[src/rtl/telemetry_tx.sv]
// Telemetry UART transmitter: snapshots battery/current/torque readings on vld_TX and sends a
// 9-byte framed packet (AA 55, three 12-bit readings, inverted checksum) as 8N1.
module telemetry_tx #(
  parameter int unsigned BAUD_DIV = 434
) (
  input  logic        clk,
  input  logic        rst,
  input  logic        vld_TX,
  input  logic [11:0] BATT_TX,
  input  logic [11:0] TORQUE_TX,
  input  logic [11:0] CURR_TX,
  output logic        TX,
  output logic        busy,
  output logic        pkt_done
);

  localparam int unsigned CntW = $clog2(BAUD_DIV);
  localparam logic [CntW-1:0] BaudLast = CntW'(BAUD_DIV - 1);

  typedef enum logic [2:0] {StIdle, StStart, StData, StStop, StDone} state_e;

  state_e          state_q;
  logic [CntW-1:0] baud_q;
  logic [2:0]      bit_q;
  logic [3:0]      byte_idx_q;
  logic [8:0]      shift_q;
  logic [11:0]     batt_q, curr_q, torque_q;
  logic            tx_q, busy_q, done_q;

  logic            baud_end, accept;
  logic [3:0]      next_idx;
  logic [7:0]      sum, next_byte;

  assign baud_end = (baud_q == BaudLast);
  assign accept   = vld_TX && !busy_q;
  assign next_idx = byte_idx_q + 4'd1;

  assign sum = {4'h0, batt_q[11:8]} + batt_q[7:0] + {4'h0, curr_q[11:8]} + curr_q[7:0] +
               {4'h0, torque_q[11:8]} + torque_q[7:0];

  // Byte that follows the current one; only consulted at the end of a stop bit.
  always_comb begin
    next_byte = 8'hAA;
    case (next_idx)
      4'd1:    next_byte = 8'h55;
      4'd2:    next_byte = {4'h0, batt_q[11:8]};
      4'd3:    next_byte = batt_q[7:0];
      4'd4:    next_byte = {4'h0, curr_q[11:8]};
      4'd5:    next_byte = curr_q[7:0];
      4'd6:    next_byte = {4'h0, torque_q[11:8]};
      4'd7:    next_byte = torque_q[7:0];
      4'd8:    next_byte = ~sum;
      default: next_byte = 8'hAA;
    endcase
  end

  always_ff @(posedge clk or posedge rst) begin
    if (rst) begin
      state_q    <= StIdle;
      baud_q     <= '0;
      bit_q      <= '0;
      byte_idx_q <= '0;
      shift_q    <= '1;
      batt_q     <= '0;
      curr_q     <= '0;
      torque_q   <= '0;
      tx_q       <= 1'b1;
      busy_q     <= 1'b0;
      done_q     <= 1'b0;
    end else begin
      done_q <= 1'b0;
      case (state_q)
        StIdle, StDone: begin
          if (accept) begin
            batt_q     <= BATT_TX;
            curr_q     <= CURR_TX;
            torque_q   <= TORQUE_TX;
            shift_q    <= {1'b1, 8'hAA};
            tx_q       <= 1'b0;
            busy_q     <= 1'b1;
            baud_q     <= '0;
            bit_q      <= '0;
            byte_idx_q <= '0;
            state_q    <= StStart;
          end else begin
            state_q <= StIdle;
          end
        end
        StStart: begin
          if (baud_end) begin
            baud_q  <= '0;
            tx_q    <= shift_q[0];
            shift_q <= {1'b0, shift_q[8:1]};
            bit_q   <= '0;
            state_q <= StData;
          end else begin
            baud_q <= baud_q + CntW'(1);
          end
        end
        StData: begin
          if (baud_end) begin
            baud_q  <= '0;
            // After the eighth data bit the stop bit (the loaded 1) sits at shift_q[0].
            tx_q    <= shift_q[0];
            shift_q <= {1'b0, shift_q[8:1]};
            if (bit_q == 3'd7) begin
              state_q <= StStop;
            end else begin
              bit_q <= bit_q + 3'd1;
            end
          end else begin
            baud_q <= baud_q + CntW'(1);
          end
        end
        StStop: begin
          if (baud_end) begin
            baud_q <= '0;
            if (byte_idx_q == 4'd8) begin
              tx_q    <= 1'b1;
              busy_q  <= 1'b0;
              done_q  <= 1'b1;
              state_q <= StDone;
            end else begin
              byte_idx_q <= next_idx;
              shift_q    <= {1'b1, next_byte};
              tx_q       <= 1'b0;
              state_q    <= StStart;
            end
          end else begin
            baud_q <= baud_q + CntW'(1);
          end
        end
        default: state_q <= StIdle;
      endcase
    end
  end

  assign TX       = tx_q;
  assign busy     = busy_q;
  assign pkt_done = done_q;

endmodule

[config.mk]
export PLATFORM = sky130hd
export DESIGN_NAME = telemetry_tx
export DESIGN_NICKNAME = d
export VERILOG_FILES = /design/src/rtl/telemetry_tx.sv
export SDC_FILE = /design/constraint.sdc
export NUM_CORES = 1
export LEC_CHECK = 0
export CORE_UTILIZATION = 55
export DETAILED_ROUTE_END_ITERATION = 16
export HOLD_SLACK_MARGIN = 0.12
export PLACE_DENSITY_LB_ADDON = 0.05
export SYNTH_ARGS = -nofsm -noshare
export SYNTH_HDL_FRONTEND = slang
export SYNTH_SLANG_ARGS = --single-unit
[constraint.sdc]
create_clock -name clk -period 6.67 [get_ports clk]
set_input_delay 1.0005 -clock clk [delete_from_list [all_inputs] [get_ports clk]]
set_output_delay 1.0005 -clock clk [all_outputs]
set_load 0.01 [all_outputs]
Word level (Yosys, flattened, before mapping):

Cells that the tools add are included.

* register bits after elaboration: 67
* memory bits (writable): 0
* bits in latches: 0
* word-level logic and storage cells: 98
* bits in read-only memories: 0
* memories: 0

* reduce and logical (&&, ||, !) cells: 18
* shifts and indexed selects: 0
* divide/modulo/power cells: 0
* $add $sub $neg: 8
* order comparisons: 0
* equality and inequality tests: 24
* muxes and demuxes: 36
* bitwise operators: 1
* multiply operators: 0

Operators with widths (number)
* $pmux 8 s8: 1
* $mux 9: 6
* $mux 3: 9
* $pmux 9 s3: 1
* $pmux 9 s2: 1
* $add 8x4->8: 2
* $add 8x8->8: 2
* $eq 4x3->1 const B: 4
* $ne 2x2->1 const B: 8
* $reduce_and 4->1: 4
* $mux 4: 3
* $pmux 3 s4: 1
* $mux 1: 10
* $reduce_and 5->1: 2
* $add 9x1->9 const B: 1
* $eq 9x9->1 const B: 1
* $pmux 3 s3: 1
* $add 4x8->8: 1
* $eq 4x2->1 const B: 2
* $eq 4x4->1 const B: 2
* $not 8->8: 1
* $pmux 4 s2: 1
* $eq 3x2->1 const B: 2
* $eq 3x3->1 const B: 2
* other kinds (15): 19

Longest topological paths before layout:

* word-level depth: 10
* depth in mapped cells: 14
* gate-level depth less buffers: 14

Worst setup path before layout:

OpenSTA, ideal clock, no wires.

* path type: reg-to-reg
* start point: register batt_q[2]
* end point: register shift_q[6]
* arrival: 3418 ps
* period minus slack after synthesis: 3501 ps
* setup slack: 3169 ps
* stages on the path, launching flop included: 15
* required time: 6587 ps
* cell sequence: dfrtp_1 > inv_1 > fa_1 > inv_1 > fa_1 > inv_1 > fa_1 > inv_1 > ha_1 > fa_1 > a21o_1 > a21oi_1 > xor2_1 > a221oi_1 > o21bai_1

* word-level cells in the longest chain between the ends: 10

Ends and longest elaborated chain
* start: declaration: RTL line 27 `logic [11:0] batt_q, curr_q, torque_q;`
* start signal: assignment: RTL line 64 `batt_q <= '0;`
* start signal: assignment: RTL line 75 `batt_q <= BATT_TX;`
* $add 4x8->8: RTL line 38 `assign sum = {4'h0, batt_q[11:8]} + batt_q[7:0] + {4'h0, curr_q[11:8]} + curr_q[7:0] +`
* $add 8x4->8: RTL line 38
* $add 8x8->8: RTL line 38
* $add 8x4->8: RTL line 38
* $add 8x8->8: RTL line 39 `{4'h0, torque_q[11:8]} + torque_q[7:0];`
* $not 8->8: RTL line 52 `4'd8: next_byte = ~sum;`
* $pmux 8 s8: RTL line 44 `case (next_idx)`
* $mux 9: RTL line 118 `if (byte_idx_q == 4'd8) begin`
* $mux 9: RTL line 116 `if (baud_end) begin`
* $pmux 9 s3: RTL line 72 `case (state_q)`
* end signal: assignment: RTL line 78 `shift_q <= {1'b1, 8'hAA};`
* end signal: assignment: RTL line 93 `shift_q <= {1'b0, shift_q[8:1]};`
* end signal: assignment: RTL line 125 `shift_q <= {1'b1, next_byte};`
* end: declaration: RTL line 26 `logic [8:0] shift_q;`

Every way passes these cells. The select of a mux whose other input is x is not followed.
A chain may end at the register's enable or synchronous reset.

Worst setup path in the final report:

Ends and elaborated chain as after synthesis.

==> Flow_metrics.wiki <==
{| class="wikitable"
! Metric !! Value
|-
| Outcome || complete, no violations
|-
| Synth top area cells || sky130_fd_sc_hd__dfrtp_1 34%, sky130_fd_sc_hd__fa_1 9.0%, sky130_fd_sc_hd__dfstp_2 6.2%
|-
| Number of H-tree branching levels || 3
|-
| Number of hold-repair buffers added at the cts stage || 0
|-
| All-layer global routing usage || 25.7%
|-
| Number of buffers inserted by post-CTS setup repair || 0
|-
| Antenna diode count || 0
|-
| Multiplexer area fraction after synthesis || 6.34%
|-
| Total of warnings raised by yosys || 0
|-
| Drc violations || 0
|-
| Crit path setup slack, layout || 2.99 ns
|-
| Placed Cells || 555
|-
| Number of flops mapped to enable cells by yosys || 0
|-
| HP Start || shift_q[8]
|-
| Number of standard cells in the layout, taps in and fillers out || 571
|-
| Tmin final || 3.68 ns
|-
| CP Max Fanout || 3
|-
| Top-Level Pins || 42
|-
| Hold-critical path depth || 2
|-
| Post-detail-place hpwl || 6830 um
|-
| Xor/xnor share of the synthesized area || 2.90%
|-
| Library cell with the highest instance count after synthesis || sky130_fd_sc_hd__dfrtp_1
|-
| Worst slew margin relative to its limit || 40.4%
|-
| Fraction of the yosys area taken by sequential cells || 40.0%
|-
| Share of synthesized registers carrying an async set or reset || 100%
|-
| Hold WS || 0.466 ns
|-
| Setup repair after global routing missed its margin || no
|-
| Reg-to-reg setup timing slack || 2.99 ns
|-
| Simple-gate area share of the yosys netlist || 13.2%
|-
| Worst Reg2Reg Path Length in Cells || 14
|-
| Critical path endpoint category || flip-flop
|-
| Ratio of cells with drive above 1 in the final layout || 11.7%
|-
| Cells after Synth || 425
|-
| Quantity of I/O buffers inserted on ports || 41
|-
| Peak supply drop || 0.145 mV
|-
| Die width || 89.6 um
|-
| Clock edge transition at the registers on the reported setup and hold paths || 0.07 ns
|-
| Overall power after layout || 1.03 mW
|-
| First DRT Iteration DRCs || 148
|-
| Clk Latency, worst-skew pair || 0.35 ns
|-
| Gates resized, CTS repair || 0
|-
| Largest family of logic cells by synthesized area || compound AO/OA/AOI/OAI gates
|-
| Met3 WL || 261 um
|-
| WS Path Type || flip-flop to flip-flop
|-
| Via count || 3187
|-
| Final core occ || 67.1%
|-
| Final cycle utilization of the critical path || 55.2%
|-
| Class of the tightest hold or removal check || flip-flop to flip-flop
|-
| Final std cell area, no fill || 4920 um2
|-
| Vias per cell || 5.58
|-
| Buffers from clock root to sink, at most || 2
|-
| Synth-to-Final Area Change || 16.5%
|-
| Synth Register Bits || 67
|-
| Wirelength per Cell || 16.0 um
|-
| Detailed route wirelength on metal2 || 4690 um
|-
| Library cell occupying the most area in the post-synthesis netlist || sky130_fd_sc_hd__dfrtp_1
|-
| Top layer reached by signal wires || met4
|-
| Clock sink total || 67
|-
| Gp weighted congestion || 0.936
|-
| Dpl cell area || 4710 um2
|-
| Number of nets in the layout || 546
|-
| R2r endpoint || shift_q[6]
|-
| Final hold vios || 0
|-
| Area of the die || 8030 um2
|-
| Initial DRT Pass Iterations || 5
|-
| Launching point of the worst reg2reg path || batt_q[2]
|-
| Overall routed net length || 9130 um
|-
| Final ANT Viol Nets || 0
|-
| Die height || 89.6 um
|-
| First-pass GRT wire length || 15300 um
|-
| Number of different library cells in the post-synthesis netlist || 55
|-
| Post-synthesis average cell area || 9.94 um2
|-
| Fin Clk Skew || 0.00682 ns
|-
| Final setup vio count || 0
|-
| Maximum number of pins on one net before global-route repair || 68
|-
| Kind of start point of the critical path || flip-flop
|-
| Initial antenna violation count || 0
|-
| Data arrival time of the critical path || 3.95 ns
|-
| Placeable core region || 7330 um2
|-
| Clock tree from TritonCTS || done
|-
| Via count of the first global-routing pass || 3259
|-
| Share of synthesized cell area in full adder, half adder and majority cells || 15.2%
|-
| Initial core utilization || 57.6%
|-
| Accumulated negative setup slack || 0 ns
|-
| Top cells by count, synth || 57 x sky130_fd_sc_hd__dfrtp_1, 50 x sky130_fd_sc_hd__inv_1, 41 x sky130_fd_sc_hd__nand2_1, 40 x sky130_fd_sc_hd__o21ai_0, 28 x sky130_fd_sc_hd__nor2_1
|-
| Number of buffers added by the clock tree synthesis step || 9
|-
| Number of filler instances in the final layout || 592
|-
| Leakage power summed over all cells || 2.19 nW
|-
| Top FF cell, synth || sky130_fd_sc_hd__dfrtp_1
|-
| Hold EP || shift_q[8]
|-
| Pre-CTS setup slack || 3.01 ns
|-
| Metal1 wirelength || 3960 um
|-
| Maximum clock frequency || 0.272 GHz
|-
| Compound-Gate Fraction of Synth Area || 16.5%
|-
| Cell row count || 31
|-
| Required arrival time at the worst endpoint || 6.94 ns
|-
| Cell area after synthesis || 4220 um2
|-
| Root buffer cell || sky130_fd_sc_hd__clkbuf_8
|-
| Number of violations of the max-capacitance limit || 0
|-
| PD cells || 209 nW/um2
|-
| GRT overflow || 0
|-
| Slew Viols, Final || 0
|-
| Number of nets in the synthesized netlist || 504
|-
| Slew of the pin with the lowest slew margin || 0.890 ns
|-
| Area share of the leading cell type in the synthesized netlist || 33.8%
|}
[registers in the layout, summed over array words and instances (netlist names)]
signal and cells:
baud_q 9, torque_q 12, TX 1, busy 1
byte_idx_q 4, state_q 3, shift_q 9, batt_q 12
bit_q 3, pkt_done 1, curr_q 12
[final cells by class]
class | instances | area [um2] | share of cell area [%]
timing repair buffer | 43 | 425 | 8.65
inverter | 50 | 188 | 3.81
multi-input combinational | 296 | 2280 | 46.4
tap | 99 | 124 | 2.52
clock buffer | 11 | 131 | 2.67
clock inverter | 5 | 77.6 | 1.58
sequential | 67 | 1690 | 34.3
[power breakdown]
part           total [mW]  internal (mW)  switching, mW  leakage, nW
Clock               0.367          0.210          0.157        0.103
Combinational       0.231          0.112          0.120         1.30
Sequential          0.429          0.419         0.0105        0.780
[layout by cell type, fill, tap and decap left out, types with 6 or more instances in the layout]
cell,n
sky130_fd_sc_hd__nand2b_1,7
sky130_fd_sc_hd__nor3_1,7
sky130_fd_sc_hd__clkbuf_8,9
sky130_fd_sc_hd__clkdlybuf4s50_1,41
sky130_fd_sc_hd__dfrtp_1,57
sky130_fd_sc_hd__dfstp_2,10
sky130_fd_sc_hd__inv_1,49
sky130_fd_sc_hd__a221oi_1,6
sky130_fd_sc_hd__xnor2_1,9
sky130_fd_sc_hd__fa_1,19
sky130_fd_sc_hd__o22ai_1,8
sky130_fd_sc_hd__nand2_1,41
sky130_fd_sc_hd__ha_1,21
sky130_fd_sc_hd__nor2_1,28
sky130_fd_sc_hd__a21oi_1,13
sky130_fd_sc_hd__mux2_2,22
sky130_fd_sc_hd__o21ai_0,40
[how the worst max path moves through the flow]
| stage | startpoint | endpoint | slack [ns] | cells past startpoint |
|---|---|---|---|---|
| detailed placement | vld_TX | byte_idx_q[3] | 3.01 | 6 |
| finish | batt_q[2] | shift_q[6] | 2.99 | 14 |
| floorplan | batt_q[2] | shift_q[6] | 3.17 | 14 |
| CTS | batt_q[2] | shift_q[6] | 3.00 | 14 |
| global route | batt_q[2] | shift_q[6] | 2.82 | 14 |
| global placement | batt_q[2] | shift_q[6] | 3.08 | 14 |
[worst max-delay path, cell delays in order (launching register included)]
cell and delay (ns):
sky130_fd_sc_hd__dfrtp_1 0.35, sky130_fd_sc_hd__inv_1 0.07, sky130_fd_sc_hd__fa_1 0.53, sky130_fd_sc_hd__inv_1 0.05
sky130_fd_sc_hd__fa_1 0.52, sky130_fd_sc_hd__inv_1 0.05, sky130_fd_sc_hd__fa_1 0.53, sky130_fd_sc_hd__inv_1 0.04
sky130_fd_sc_hd__ha_1 0.22, sky130_fd_sc_hd__fa_1 0.42, sky130_fd_sc_hd__a21o_1 0.17, sky130_fd_sc_hd__a21oi_1 0.16
sky130_fd_sc_hd__xor2_1 0.09, sky130_fd_sc_hd__a221oi_1 0.29, sky130_fd_sc_hd__o21bai_1 0.09
[layer usage]
| metal | GRT usage (%) | vias to the layer above |
|---|---|---|
| met2 | 44.6 | 58 |
| met1 | 32.2 | 1559 |
| met3 | 3.38 | 20 |
| met5 | 0 | - |
| met4 | 11.5 | 0 |
| li1 | - | 1550 |
[kinds of logic (layout without fill, tap and decap cells)]
| group | count (synthesis) | count (layout) |
|---|---|---|
| adder cells (fa/ha/maj) | 40 | 40 |
| multiplexers | 24 | 24 |
| flip-flops | 67 | 67 |
| AND/OR/NAND/NOR | 111 | 111 |
| XOR/XNOR | 14 | 14 |
| buffers and inverters | 62 | 109 |
| AO/OA/AOI/OAI | 107 | 107 |
No activity file was read; power rests on OpenSTA's default activity.
